==> src/rtl/mipi_csi_rx_packet_parser_8b2lane.sv <==
// Two-lane CSI-2 packet parser: sync detect, header capture, payload framing with
// per-byte keep/last, and protocol error pulses. All outputs are registered.
module mipi_csi_rx_packet_parser_8b2lane #(
  parameter logic [15:0] SYNC_WORD   = 16'hB8B8,
  parameter logic [5:0]  LONG_DT_MIN = 6'h10
) (
  input  logic        clk_i,
  input  logic        reset_i,
  input  logic        lane_valid_i,
  input  logic [15:0] lane_byte_i,
  output logic        header_valid_o,
  output logic [5:0]  data_type_o,
  output logic [1:0]  vc_o,
  output logic [15:0] word_count_o,
  output logic [7:0]  ecc_o,
  output logic        payload_valid_o,
  output logic [15:0] payload_o,
  output logic [1:0]  payload_keep_o,
  output logic        payload_last_o,
  output logic        error_o
);

  typedef enum logic [2:0] {IDLE, HDR0, HDR1, PAYLOAD, WAIT_END} state_t;

  state_t      state;
  logic        armed;
  logic [7:0]  di;
  logic [7:0]  wc_l;
  logic [15:0] cnt;
  logic [15:0] wc_full;

  assign wc_full = {lane_byte_i[7:0], wc_l};

  always_ff @(posedge clk_i) begin
    if (reset_i) begin
      state           <= IDLE;
      armed           <= 1'b0;
      di              <= '0;
      wc_l            <= '0;
      cnt             <= '0;
      header_valid_o  <= 1'b0;
      data_type_o     <= '0;
      vc_o            <= '0;
      word_count_o    <= '0;
      ecc_o           <= '0;
      payload_valid_o <= 1'b0;
      payload_o       <= '0;
      payload_keep_o  <= '0;
      payload_last_o  <= 1'b0;
      error_o         <= 1'b0;
    end else begin
      header_valid_o  <= 1'b0;
      payload_valid_o <= 1'b0;
      payload_o       <= '0;
      payload_keep_o  <= '0;
      payload_last_o  <= 1'b0;
      error_o         <= 1'b0;
      // A packet cut short by reset is skipped until the lanes go idle once.
      if (!lane_valid_i) armed <= 1'b1;

      case (state)
        IDLE: begin
          if (lane_valid_i && armed) begin
            if (lane_byte_i == SYNC_WORD) begin
              state <= HDR0;
            end else begin
              error_o <= 1'b1;
              state   <= WAIT_END;
            end
          end
        end
        HDR0: begin
          if (!lane_valid_i) begin
            error_o <= 1'b1;
            state   <= IDLE;
          end else begin
            di    <= lane_byte_i[7:0];
            wc_l  <= lane_byte_i[15:8];
            state <= HDR1;
          end
        end
        HDR1: begin
          if (!lane_valid_i) begin
            error_o <= 1'b1;
            state   <= IDLE;
          end else begin
            header_valid_o <= 1'b1;
            data_type_o    <= di[5:0];
            vc_o           <= di[7:6];
            word_count_o   <= wc_full;
            ecc_o          <= lane_byte_i[15:8];
            cnt            <= wc_full;
            if (di[5:0] < LONG_DT_MIN || wc_full == 16'd0) state <= WAIT_END;
            else                                            state <= PAYLOAD;
          end
        end
        PAYLOAD: begin
          if (!lane_valid_i) begin
            error_o <= 1'b1;
            state   <= IDLE;
          end else begin
            payload_valid_o <= 1'b1;
            if (cnt == 16'd1) begin
              payload_o      <= {8'h00, lane_byte_i[7:0]};
              payload_keep_o <= 2'b01;
            end else begin
              payload_o      <= lane_byte_i;
              payload_keep_o <= 2'b11;
            end
            // Saturating countdown: an odd count ends on 1, never wraps.
            if (cnt <= 16'd2) begin
              payload_last_o <= 1'b1;
              cnt            <= '0;
              state          <= WAIT_END;
            end else begin
              cnt <= cnt - 16'd2;
            end
          end
        end
        WAIT_END: begin
          if (!lane_valid_i) state <= IDLE;
        end
        default: state <= IDLE;
      endcase
    end
  end

endmodule

==> config.mk <==
export PLATFORM = sky130hd
export DESIGN_NAME = mipi_csi_rx_packet_parser_8b2lane
export DESIGN_NICKNAME = d
export VERILOG_FILES = /design/src/rtl/mipi_csi_rx_packet_parser_8b2lane.sv
export SDC_FILE = /design/constraint.sdc
export NUM_CORES = 1
export LEC_CHECK = 0
export CAP_MARGIN = 10
export CORE_MARGIN = 8
export CORE_UTILIZATION = 25
export CTS_CLUSTER_DIAMETER = 60
export DETAILED_ROUTE_END_ITERATION = 8
export GPL_ROUTABILITY_DRIVEN = 1
export GPL_TIMING_DRIVEN = 0
export REMOVE_ABC_BUFFERS = 1
export SYNTH_ARGS = -nofsm -noshare
export SYNTH_HDL_FRONTEND = slang
export SYNTH_SLANG_ARGS = --single-unit
==> constraint.sdc <==
create_clock -name clk_i -period 2.59 [get_ports clk_i]
set_input_delay 0.6475 -clock clk_i [delete_from_list [all_inputs] [get_ports clk_i]]
set_output_delay 0.6475 -clock clk_i [all_outputs]
set_load 0.1 [all_outputs]
Yosys cells after proc, flatten, opt, wreduce, memory -nomap -nowiden
Index checks and enable logic that the tools add are counted.

word-level totals
  logic and storage cells = 67
  register bits after elaboration = 90
  bits of input ports = 19
  output and inout bits = 54

operators by class
  eq/ne operators = 11
  muxes and demuxes = 20
  add/subtract/negate cells = 1
  bitwise gates (word level) = 3
  $lt $le $gt $ge = 2
  reduce and logical (&&, ||, !) cells = 14

operator list
  cell                     count
  $mux W16                 3
  $pmux W16 S2             1
  $mux W3                  7
  $eq A16 B1 Y1 const B    1
  $eq A16 B16 Y1 const B   1
  $le A16 B2 Y1 const B    1
  $logic_not A16 Y1        1
  $sub A16 B2 Y16 const B  1
  $pmux W3 S5              1
  $ne A2 B2 Y1 const B     4
  $eq A3 B2 Y1 const B     2
  $lt A6 B5 Y1 const B     1
  $reduce_and A3 Y1        2
  $reduce_or A3 Y1         2
  $mux W1                  5
  $mux W2                  2
  $reduce_and A2 Y1        2
  $reduce_or A2 Y1         2
  $reduce_or A4 Y1         1
  $eq A3 B1 Y1 const B     1
  $eq A3 B3 Y1 const B     1
  $logic_not A3 Y1         1
  $ne A3 B3 Y1 const B     1
  $not A1 Y1               3
  other kinds (4)          4

Depth between registers and ports, before layout
  depth after elaboration = 5
  depth in mapped cells = 7
  gate-level depth less buffers = 6

Worst setup path after synthesis
Ideal clock, no wire load.

  path kind = register to register
  start point = reg cnt[1]
  end point = reg cnt[11]
  arrival = 1,649 ps
  stages on the path, launching flop included = 8
  slack = 811 ps
  setup time = 130 ps
  cells stage by stage = dfxtp_1 > inv_1 > ha_1 > or4b_1 > buf_2 > nor4_2 > mux2i_1 > o22ai_1

on the way
  longest elaborated chain between the ends = 4

ends and longest elaborated chain
  item                                              line      source
  start: declaration                                29        logic [15:0] cnt;
  start signal: assignment                          92        cnt <= wc_full;
  start signal: assignment                          116       cnt <= cnt - 16'd2;
  $sub A16 B2 Y16 or $le A16 B2 Y1 (tied branches)  116, 111
  $mux W16 *                                        111       if (cnt <= 16'd2) begin
  $mux W16 *                                        98        if (!lane_valid_i) begin
  $pmux W16 S2 *                                    61        case (state)

Mark *: on every way between the ends. The rest lies on a longest branch, timed or not. The select of a mux whose other input is x is not followed.
A chain may end at the register's enable or synchronous reset.

Worst setup path in the final report
  start point = reg word_count_o[5]
  end point = out word_count_o[5]

RTL lines
  item                      line  source
  start: declaration        14    output logic [15:0] word_count_o,
  start signal: assignment  90    word_count_o <= wc_full;

No word-level cell between the ends.

==> reports/metrics.cfg <==
[global_routing]
gr-total-overflow=0
use_met2=0.196
met1_usage=0.139
grt_start_max_net_pins=49
grt_pass1_wl_um=17300
use_met3=0.0356
antenna_found_initial=0
grt_pass1_vias=3271
busiest_layer=met2
grt_use_total=0.119

[worst_setup_path]
critPathMaxFanout=2
worst_path_max_delay_cell=clkdlybuf4s50_1
path_cells=clkdlybuf4s50_1
crit_type=flip-flop to primary output
timing.reg2reg.setup_slack_ns=0.24
setup.worst_path.end_class=primary output
r2r_cells=4
worstReg2RegEnd=cnt[2]$_SDFFE_PP0P_
worst-path-buf-inv=1
startpoint_type=flip-flop
crit_arrival_ns=1.86
slowest_delay_ns=1.15
critical_path.top_delay_family=buffers and inverters
cp.required_ns=1.94
reg2reg_from=state[0]$_SDFFE_PP0P_

[drt]
drc=0
via_per_inst=4.89
drt-initial-drc-count=162
dr.pass1.iters=5
ant_nets=0
wire_per_inst_um=16.2
dr_total_vias=3294
routed_wl_um=10900

[die]
die_w_um=137
fp-row-count=44
die_area_um2=18600
io_pins=73
core_um2=14400
start_util=0.253
chipHeight_um=137

[synthesis]
syn-cell-area_um2=3630
synth_most_common_cell=nand2_1
synth_top_area_frac=0.496
syn_inst=426
ys_seq_area_frac=0.496
ys_top_cells_by_area=dfxtp_1 50%, nand2_1 11%, a21oi_1 8.0%
synthArstFlopShare=0
post-synth-top-area-cell=dfxtp_1
synth_commonest_cells=105 x nand2_1, 90 x dfxtp_1, 58 x a21oi_1
ys.flop_type=dfxtp_1
synth-edff-count=0
syn_area_per_cell_um2=8.53
ys_seq_elements=90
yosys_warnings=0
ys_types=55

[sta]
finalHoldViolCount=0
worst_pin_slew_ns=0.998
fmaxAchievable_mhz=400
setup_violations=0
fin_crit_sh=0.966
fin_crit_ns=2.50
rsz0062_at_grt=no
fin_skew_ns=0.00828
tns_ns=0
max-slew-margin-rel=0.333
finalMaxSlewViolations=0

[clocking]
cts_buffer_depth=2
htree_levels=3
clk_pin_slew_worst_paths_ns=0.06
cts_root_buffer=clkbuf_16
cts_tree=built
cts_buffers=9
worstSkewPairLatency_ns=0.34
clkSinkCount=90

[placed_design]
dp_hpwl_um=7210
dpl.cell_count=652
io_buffers=72
gp_congestion=0.760

[power_and_ir_drop]
pwr-share-clk=0.484
swShare=0.199
intPower_mw=2.30
p_switching_mw=0.571
powerDensity_nw_per_um2=588
seq_power_share=0.485
pwr-share-comb=0.031
ir_drop_uv=293
p_total_mw=2.87
p_leak_nw=1.73

[layout]
final_nets=505
diodes=0
instances_no_fill=674
drive_above_1_share=0.0755
synthToLayoutAreaGrowth_pct=34.4
fillers=1480

[hold_path]
hold_depth=2
hp-start=di[3]$_SDFFE_PP0P_
hp-class=flip-flop to flip-flop
hold_end=data_type_o[3]$_SDFFE_PP0P_

[flow_run]
cap_violations=0

[outcome]
status=finished clean

routing by layer:
layer  part of all wire  wire [um]
met1               0.44       4770
met2               0.49       5310
met3              0.051        556
met4              0.025        272
met5                  0          0
cells by family (layout without fill, tap and decap cells):
group           Yosys count  count (layout)  share of synthesized area
simple gates            187             189                      0.266
compound gates          100             100                      0.173
flops                    90              90                      0.496
buf+inv                  45             107                     0.0534
mux                       3               3                    0.00827
fa+ha+maj                 1               1                    0.00344
per-stage QoR:
step	area (um2)	worst slack [ns]	hold slack (ns)	utilization
2_1_floorplan	3490	0.116	0.426	-
3_3_place_gp	4440	-1.74	0.441	0.309
3_5_place_dp	4500	-1.18	0.448	0.313
4_1_cts	4870	0.0150	0.457	0.339
5_1_grt	4880	0.0222	0.473	0.340
6_report	4880	0.0872	0.453	0.340
worst max-delay path by stage:
| stage | start | endpoint | cells past startpoint |
|---|---|---|---|
| finish | word_count_o[5]$_SDFFE_PP0P_ | word_count_o[5] | 1 |
| global route | state[0]$_SDFFE_PP0P_ | cnt[2]$_SDFFE_PP0P_ | 4 |
| CTS | lane_valid_i | payload_o[10]$_SDFF_PP0_ | 5 |
| detailed placement | lane_valid_i | state[1]$_SDFFE_PP0P_ | 5 |
| global placement | reset_i | payload_o[12]$_SDFF_PP0_ | 5 |
| floorplan | lane_valid_i | state[1]$_SDFFE_PP0P_ | 4 |
power groups by stage:
stage               clock network (mW)  logic (mW)  registers [mW]
floorplan                            0      0.0115            1.42
global placement                     0      0.0861            1.42
detailed placement                   0      0.0895            1.42
CTS                               1.43      0.0905            1.39
global route                      1.49      0.0959            1.39
finish                            1.39      0.0898            1.39
cell usage in the layout (no fill, tap or decap), types with 4 or more instances in the layout:
cell / Yosys / final
dfxtp_1: 90 / 90
nand3b_1: 3 / 4
a31oi_1: 5 / 5
nor2_1: 14 / 14
a22oi_1: 7 / 7
clkbuf_16: 0 / 9
nand2_1: 105 / 105
nand4_1: 6 / 6
nor4_2: 6 / 6
and2_1: 9 / 9
buf_4: 1 / 4
nor3_1: 4 / 4
nor4_1: 5 / 5
inv_1: 13 / 13
o32ai_1: 6 / 6
clkdlybuf4s50_1: 0 / 71
a21oi_1: 58 / 58
clkbuf_1: 17 / 4
and3_1: 8 / 8
flip-flops by register name, summed over array words and instances (netlist names):
signal and flops:
armed 1, data_type_o 6, payload_keep_o 2, payload_o 16, word_count_o 16, error_o 1
vc_o 2, header_valid_o 1, payload_valid_o 1, di 8, state 3, ecc_o 8
payload_last_o 1, cnt 16, wc_l 8
final cells by class:
class                   instances  area [um2]  area share
clock buffers                  14         254      0.0520
clock inverters                 2        60.1      0.0123
inverters                      13        48.8      0.0100
multi-input cells             293        1700       0.348
flip-flops and latches         90        1800       0.369
well taps                     184         230      0.0472
repair buffers                 78         786       0.161
what timing repair did:
action                     in CTS  in global routing
hold buffers                    0                  0
cloned                          2                  0
gates resized for setup         2                  1
setup endpoints to repair      49                  8
setup buffers                   4                  0
pin swaps                       2                  0
(Power assumes the default switching activity.)
